## src/rtl/icache_fill_pkg.sv

```systemverilog
// Shared types for the instruction cache and its fill engine: word/address
// types, icache depth and the fill FSM state encoding.
package icache_fill_pkg;

  localparam int WORD_W = 32;
  localparam int ADDR_W = 32;

  typedef logic [WORD_W-1:0] word_t;
  typedef logic [ADDR_W-1:0] addr_t;

  localparam int ICACHE_DEPTH = 32;

  typedef enum logic [1:0] {
    FILL_IDLE  = 2'd0,
    FILL_REQ   = 2'd1,
    FILL_WRITE = 2'd2,
    FILL_DONE  = 2'd3
  } fill_state_t;

endpackage

```

## src/rtl/icache_fill.sv

```systemverilog
// Icache fill engine: reads a block of consecutive words from memory over a
// req/ack handshake and writes them into icache entries 0..count-1.
module icache_fill
  import icache_fill_pkg::*;
#(
  parameter int DEPTH = ICACHE_DEPTH,
  parameter int IDX_W = $clog2(DEPTH)
) (
  input  logic        clk,
  input  logic        nrst,
  input  logic        start,
  input  addr_t       base_addr,
  input  logic [IDX_W:0] count,
  input  logic        abort,
  output logic        busy,
  output logic        done,
  output logic        mem_req,
  output addr_t       mem_addr,
  input  logic        mem_ack,
  input  word_t       mem_rdata,
  output logic        icache_write,
  output addr_t       icache_waddr,
  output word_t       icache_wdata,
  output fill_state_t state_dbg
);

  // Handshake: mem_req is high for every REQ cycle and mem_addr is held
  // until the cycle in which mem_ack=1 is seen; that cycle completes the
  // transfer and mem_rdata is captured. mem_ack outside REQ is ignored.

  localparam logic [IDX_W:0] DEPTH_C = (IDX_W+1)'(DEPTH);
  localparam logic [IDX_W:0] ONE_C   = (IDX_W+1)'(1);

  fill_state_t      state, state_next;
  logic [IDX_W-1:0] idx;
  logic [IDX_W:0]   cnt;
  addr_t            base;
  word_t            data;
  logic             last;

  assign last = ({1'b0, idx} == (cnt - ONE_C));

  always_comb begin
    state_next = state;
    if (abort && (state != FILL_IDLE)) begin
      state_next = FILL_IDLE;
    end else begin
      case (state)
        FILL_IDLE: begin
          if (start) state_next = (count == '0) ? FILL_DONE : FILL_REQ;
        end
        FILL_REQ: begin
          if (mem_ack) state_next = FILL_WRITE;
        end
        FILL_WRITE: begin
          state_next = last ? FILL_DONE : FILL_REQ;
        end
        FILL_DONE: begin
          state_next = FILL_IDLE;
        end
        default: state_next = FILL_IDLE;
      endcase
    end
  end

  always_ff @(posedge clk) begin
    if (!nrst) begin
      state <= FILL_IDLE;
      idx   <= '0;
      cnt   <= '0;
      base  <= '0;
      data  <= '0;
    end else begin
      state <= state_next;
      if ((state == FILL_IDLE) && start && (count != '0)) begin
        base <= base_addr & ~addr_t'(3);
        cnt  <= (count > DEPTH_C) ? DEPTH_C : count;
        idx  <= '0;
      end
      if ((state == FILL_REQ) && mem_ack && !abort) begin
        data <= mem_rdata;
      end
      if ((state == FILL_WRITE) && !abort && !last) begin
        idx <= idx + 1'b1;
      end
    end
  end

  // Abort suppresses the write and the done pulse in the cycle it is seen.
  assign busy         = (state == FILL_REQ) || (state == FILL_WRITE);
  assign done         = (state == FILL_DONE) && !abort;
  assign mem_req      = (state == FILL_REQ);
  assign mem_addr     = mem_req ? (base + addr_t'({idx, 2'b00})) : '0;
  assign icache_write = (state == FILL_WRITE) && !abort;
  assign icache_waddr = addr_t'(idx);
  assign icache_wdata = data;
  assign state_dbg    = state;

endmodule

```

## config.mk

```make
export PLATFORM = sky130hd
export DESIGN_NAME = icache_fill
export DESIGN_NICKNAME = d
export VERILOG_FILES = /design/src/rtl/icache_fill_pkg.sv /design/src/rtl/icache_fill.sv
export SDC_FILE = /design/constraint.sdc
export NUM_CORES = 1
export LEC_CHECK = 0
export CAP_MARGIN = 40
export CORE_MARGIN = 2
export CORE_UTILIZATION = 38
export CTS_CLUSTER_SIZE = 14
export DETAILED_ROUTE_END_ITERATION = 16
export PLACE_DENSITY = 0.77
export SYNTH_ARGS = -nofsm -noshare
export SYNTH_HDL_FRONTEND = slang
export SYNTH_SLANG_ARGS = --single-unit
```

## constraint.sdc

```tcl
create_clock -name clk -period 2.45 [get_ports clk]
set_clock_uncertainty 0.1 [all_clocks]
set_input_delay 0.245 -clock clk [delete_from_list [all_inputs] [get_ports clk]]
set_output_delay 0.245 -clock clk [all_outputs]
set_load 0.02 [all_outputs]
```

==> results.cfg, run 1 <==
[sta]
finalSetupTns_ps = -5030
max_freq_ghz = 0.362
worst_slack_ps = -315
fin_crit_sh_pct = 113
maxSlewViolCount = 0
finalHoldViolations = 0
setup_viol = 25
holdWs_ps = 346
grt_setup_unrepaired = true
period_minus_slack_ps = 2760

[pwr]
p_per_area_nw_per_um2 = 669
power.leakage_nw = 2.50
power_mw = 4.35
peakVddDrop_mv = 0.541

[placement]
gp_congestion = 0.861
placed_area_sq_um = 5950
dp_slack_ps = -610
numPortBuffers = 145
dp_hpwl_mm = 9.29

[route]
ant_nets = 0
drt-pass1-iter-count = 4
vias = 4383
wirelength_mm = 12.7
post_drt_wl_per_cell_um = 14.4
dr.first_iter.drc_count = 124
via_per_inst = 4.98
drc_errors = 0

[critical_path]
setup.worst_path.start = idx[0]
critPathTopFamily = compound AO/OA/AOI/OAI gates
r2r-start = cnt[1]
cp_num_buf_inv = 2
path_class = reg2out
crit_chain = ha_4 -> inv_2 -> fa_2 -> nor2b_4 -> o21ai_2 -> a21boi_2 -> o211ai_1 -> or3_4 -> a21oi_4 -> buf_6
arrival_ps = 2420
worstPathMaxFanout = 3
critPathMaxStageDelay_ps = 370
crit_path_end_kind = primary output
rrSetupSlack_ps = 120
crit_path_start_kind = flop
r2r_cells = 9
cp.required_ps = 2110
cp_slowest_cell = dfxtp_4
r2r-end = idx[3]

[global_route]
grt_max_degree = 33
grt_pass1_wl_mm = 20.4
antenna_found_initial = 0
grt_pass1_vias = 4348
grt_usage_pct = 21.9
gr-total-overflow = 0

[die]
io_pins = 177
core_sq_um = 10300
die_h_um = 107
initial_utilization_pct = 39.1
die_x_um = 107
rows = 37
dieArea_sq_um = 11400

[cells_and_area]
multi_input_area_sq_um = 2510
fin_area_sq_um = 6500
antenna_cells = 0
fillers = 892
final_nets = 826
seqCellArea_sq_um = 1510
final_layout_size_suffix_gt1_share_pct = 24.5
area_delta_synth_final_pct = 61.7

[clock_network]
cts_tree = built
clkSinkCount = 75
cts_root_buffer = clkbuf_8
clk_path_buf_depth = 2
clock_latency_ps = 330
cts_made_buffers = 9
h-tree-depth = 3
cts.clk_slew.worst_paths_ps = 80

[logic_synthesis]
netlist_area_sq_um = 4020
synth_top_area_share_pct = 37.3
synth_edf_count = 0
synth_area_leaders = dfxtp_1 37%, nand2_1 13%, a21oi_1 10%, buf_4 5.4%, ha_1 3.4%
ys_seq_area_share_pct = 37.3
yosys_warnings = 0
ys_types = 45
syn_inst = 544
synth-seq-cells = 75
synth_top_cell_by_area = dfxtp_1
synth-main-ff-cell = dfxtp_1
syn_area_per_cell_sq_um = 7.39
async_flop_share_pct = 0

[min_path]
hp-start = mem_rdata[27]
hp-class = in2reg
hold_end = icache_wdata[27]
holdPathStages = 3

[status]
violations = negative setup slack
status = finished with violations

[flow_run]
timing.max_cap.violations = 0
-- cells by family after synthesis --
kind of cell	count (synthesis)	share of synthesized area, %
xor gates and xnor gates	24	5.23
other	1	0.0933
AOI/OAI and AO/OA	122	17.5
and+or+nand+nor	234	25.7
DFF	75	37.3
buffers and inverters	76	10.2
adders and majority gates	12	3.92
-- area by class of cell --
cell class / count / area share, %
clock buffer: 11 / 2.33
clock inverter: 5 / 0.924
inverter: 15 / 0.866
multi-input combinational: 421 / 38.6
sequential: 75 / 23.2
tap: 136 / 2.62
timing repair buffer: 217 / 31.5
-- cell usage after synthesis, types with 2 or more instances --
| cell | n |
|---|---|
| nand4_1 | 6 |
| buf_4 | 29 |
| buf_6 | 2 |
| nand3_1 | 10 |
| and4_1 | 2 |
| o31a_1 | 2 |
| o21a_1 | 2 |
| o2111ai_1 | 4 |
| ha_1 | 11 |
| nor2b_1 | 4 |
| nor2_1 | 29 |
| or3_1 | 8 |
| xnor2_1 | 9 |
| inv_1 | 14 |
| and3_1 | 6 |
| o21ai_0 | 16 |
| a21oi_1 | 81 |
| nor3_1 | 7 |
| and3_2 | 2 |
| and2_1 | 4 |
| clkbuf_1 | 30 |
| nand3b_1 | 4 |
| dfxtp_1 | 75 |
| xor2_1 | 15 |
| o211ai_1 | 5 |
| nor3b_1 | 5 |
| nand2_1 | 143 |
| nor4_1 | 2 |
-- flip-flops by register name, summed over array words and instances, names as in the netlist --
signal	cells
icache_wdata	32
base	30
cnt	6
idx	5
state_dbg	2
-- report_power, final --
group | leakage [nW] | switching (mW) | internal (mW) | total, mW
Sequential | 0.613 | 0.114 | 1.39 | 1.50
Combinational | 1.78 | 1.04 | 0.794 | 1.83
Clock | 0.106 | 0.481 | 0.531 | 1.01
Total | 2.50 | 1.63 | 2.72 | 4.35
-- through the flow --
step                      instances  util, %
after global routing            880     63.2
after detailed placement        852     57.9
final                           880     63.2
after floorplan                 572        -
after CTS                       874     61.6
after global placement          852     57.9
-- layout by cell type, fill, tap and decap left out, drive strengths merged, types with 2 or more instances in the layout --
master and n:
o211ai 5, and2 4, nand2 143, nand3b 4, clkbuf 12, nand4 6
and4 2, nand3 10, o21a 2, dfxtp 75, nor3b 5, xor2 15
o21ai 16, clkdlybuf4s50 116, a21oi 81, and3 8, o2111ai 4, conb 29
nor4 2, o31a 2, ha 11, buf 97, clkinv 2, nor3 7
a21o 2, nor2 29, xnor2 9, or3 8, nor2b 4, inv 16
-- timing repair --
item,CTS,global route
cloned,1,1
hold buffers,0,0
gates resized for setup,190,31
pin swaps,28,29
setup endpoints to repair,29,29
buffers inserted,5,5
-- worst max path at each step --
stage                               to  slack [ps]  cells past startpoint
after floorplan           mem_addr[17]          10                      8
after global placement    mem_addr[26]        -550                     10
after detailed placement  mem_addr[26]        -610                     10
after CTS                 mem_addr[26]        -340                     10
after global routing      mem_addr[26]        -430                     10
final                     mem_addr[26]        -310                     10
-- metal layers --
layer / up-vias / wire length, um / GRT usage (%)
li1: 2149 / - / -
met1: 2035 / 5090 / 24.9
met2: 183 / 6200 / 39.1
met3: 16 / 1220 / 7.78
met4: 0 / 145 / 5.47
met5: - / 0 / 0
-- worst min-delay path: stages --
cell and delay (ps):
clkdlybuf4s50_1 390, nand2_1 50, a21oi_1 50
Note: power is estimated with default switching activity, not from simulation.
==> inputs of run 2 (changes only) <==
--- a/config.mk
+++ b/config.mk
@@ -8,7 +8,7 @@
 export CAP_MARGIN = 40
 export CORE_MARGIN = 2
 export CORE_UTILIZATION = 38
-export CTS_CLUSTER_SIZE = 14
+export CTS_CLUSTER_SIZE = 12
 export DETAILED_ROUTE_END_ITERATION = 16
 export PLACE_DENSITY = 0.77
 export SYNTH_ARGS = -nofsm -noshare
==> results of run 2 <==
No change in the layout: final DEF, timing and power equal those of run 1.
==> inputs of run 3 (changes only) <==
--- a/config.mk
+++ b/config.mk
@@ -6,6 +6,7 @@
 export NUM_CORES = 1
 export LEC_CHECK = 0
 export CAP_MARGIN = 40
+export CORE_ASPECT_RATIO = 0.9
 export CORE_MARGIN = 2
 export CORE_UTILIZATION = 38
 export CTS_CLUSTER_SIZE = 12
==> run 3 against run 2 <==
Net effect: the flow still finishes with violations (negative setup slack); global-route usage increased by 1.1 points; maximum frequency decreased by 7.5%; combinational power about the same; sequential power about the same; critical path depth increased by 2; routed wire length increased by 13%; critical path type unchanged; critical endpoint is now mem_addr[30].
==> results.cfg, run 3 (synthesis results as in run 1) <==
[die]
initial_utilization_pct = 39.1
io_pins = 177
core_sq_um = 10300
die_x_um = 112
die_h_um = 102
rows = 35
dieArea_sq_um = 11400

[critical_path]
crit_path_start_kind = flop
critPathMaxStageDelay_ps = 380
worstPathMaxFanout = 6
rrSetupSlack_ps = 140
cp.required_ps = 2110
cp_slowest_cell = fa_2
crit_chain = ha_4 -> inv_2 -> fa_2 -> nor2b_4 -> o21ai_2 -> a21boi_2 -> buf_4 -> buf_8 -> o211ai_1 -> xnor2_1 -> and2_4 -> buf_6
r2r_cells = 9
arrival_ps = 2640
path_class = reg2out
r2r-end = idx[2]
r2r-start = cnt[1]
crit_path_end_kind = primary output
setup.worst_path.start = base[2]

[route]
wirelength_mm = 14.3
dr.first_iter.drc_count = 200
drc_errors = 0
via_per_inst = 5.20
drt-pass1-iter-count = 7
vias = 4603
ant_nets = 0
post_drt_wl_per_cell_um = 16.2

[clock_network]
clkSinkCount = 75
clock_latency_ps = 330
cts_made_buffers = 9
cts_root_buffer = clkbuf_16
cts_tree = built
h-tree-depth = 3
cts.clk_slew.worst_paths_ps = 60
clk_path_buf_depth = 2

[sta]
grt_setup_unrepaired = true
setup_viol = 27
maxSlewViolCount = 0
fin_crit_sh_pct = 122
max_freq_ghz = 0.335
finalSetupTns_ps = -6310
finalHoldViolations = 0
holdWs_ps = 348
period_minus_slack_ps = 2990
worst_slack_ps = -538

[min_path]
hp-class = in2reg
hold_end = base[18]
holdPathStages = 3
hp-start = base_addr[18]

[pwr]
peakVddDrop_mv = 0.502
power.leakage_nw = 2.60
pwr-share-comb_pct = 38.6
p_per_area_nw_per_um2 = 710
clkPwrFrac_pct = 29.8
p_switching_mw = 1.74
p_int_mw = 3.07
swShare_pct = 36.1
seqPwrFrac_pct = 31.5

[global_route]
gr-total-overflow = 0
antenna_found_initial = 2
grt_pass1_wl_mm = 21.1
grt_usage_pct = 23.0
grt_pass1_vias = 4404
grt_max_degree = 37

[cells_and_area]
largest_reg_flops = 32
fin_area_sq_um = 6770
final_layout_size_suffix_gt1_share_pct = 27.5
final_cell_mix = 142 x nand2_1, 116 x clkdlybuf4s50_1, 79 x buf_4
seqCellArea_sq_um = 1530
mostFrequentLayoutCell = nand2_1
utilization_pct = 65.8
area_delta_synth_final_pct = 68.3
multi_input_area_sq_um = 2570
final_nets = 837
fillers = 797
stdcell_count = 885

[flow_run]
timing.max_cap.violations = 0

[placement]
gp_congestion = 0.852
placed_area_sq_um = 5900
dp_hpwl_mm = 9.11
numPortBuffers = 145
placed_cells = 843

[status]
status = finished with violations
violations = negative setup slack
==> run 3: cell count changes in the layout (fill, tap and decap cells not counted), sizes merged <==
| cell | previous run | this run |
|---|---|---|
| buf | 97 | 108 |
| bufinv | 1 | 2 |
| diode | 0 | 1 |
| clkinv | 2 | 4 |
| clkbuf | 12 | 9 |
| dlygate4sd2 | 1 | 3 |
| clkinvlp | 1 | 0 |
| dlymetal6s2s | 1 | 0 |
==> run 3: metrics by stage <==
stage / setup WS, ps / total power [mW]
after floorplan: 9.54 / 2.52
after global placement: -490 / 3.19
after detailed placement: -550 / 3.25
after CTS: -352 / 4.73
after global routing: -579 / 5.05
final: -538 / 4.81
==> run 3: timing repair <==
item                       in CTS  in global routing
pin swaps                      43                 44
setup endpoints to repair      29                 28
setup buffers                  10                 13
cloned                          2                  1
hold buffers                    0                  0
resized for setup             207                 42
==> run 3: worst max-delay path by stage <==
stage	slack, ps	end	cells past startpoint
2_1_floorplan	10	mem_addr[17]	8
3_3_place_gp	-490	mem_addr[26]	10
3_5_place_dp	-550	mem_addr[26]	10
4_1_cts	-350	mem_addr[8]	13
5_1_grt	-580	mem_addr[30]	12
6_report	-540	mem_addr[30]	12
==> run 3: final cells by class <==
cell class | count | share of cell area (%)
Antenna cell | 1 | 0.0370
Clock buffer | 9 | 3.33
Timing Repair Buffer | 228 | 31.4
Tap cell | 129 | 2.39
Inverter | 15 | 0.832
Multi-Input combinational cell | 421 | 38.0
Clock inverter | 7 | 1.48
Sequential cell | 75 | 22.5
==> run 3: power groups by stage <==
stage	sequential [mW]	clock, mW	combinational (mW)
floorplan	1.62	0	0.900
finish	1.52	1.43	1.86
CTS	1.51	1.46	1.77
detailed placement	1.52	0	1.73
global placement	1.51	0	1.68
global route	1.54	1.52	2.00
==> run 3: per-layer routing <==
layer / global-route usage (%) / wire length, um / vias to the layer above
met5: 0 / 0 / -
met4: 5.72 / 409 / 0
met3: 10.3 / 1450 / 44
met2: 40.4 / 6950 / 225
met1: 25.8 / 5490 / 2157
li1: - / - / 2177
==> run 3: critical path: cells and delay by family (launching register included) <==
kind / cells / cell delay [ps]
buffers and inverters: 4 / 460
DFF: 1 / 360
and+or+nand+nor: 2 / 350
xor gates and xnor gates: 1 / 260
AOI/OAI and AO/OA: 3 / 370
adders and majority gates: 2 / 520
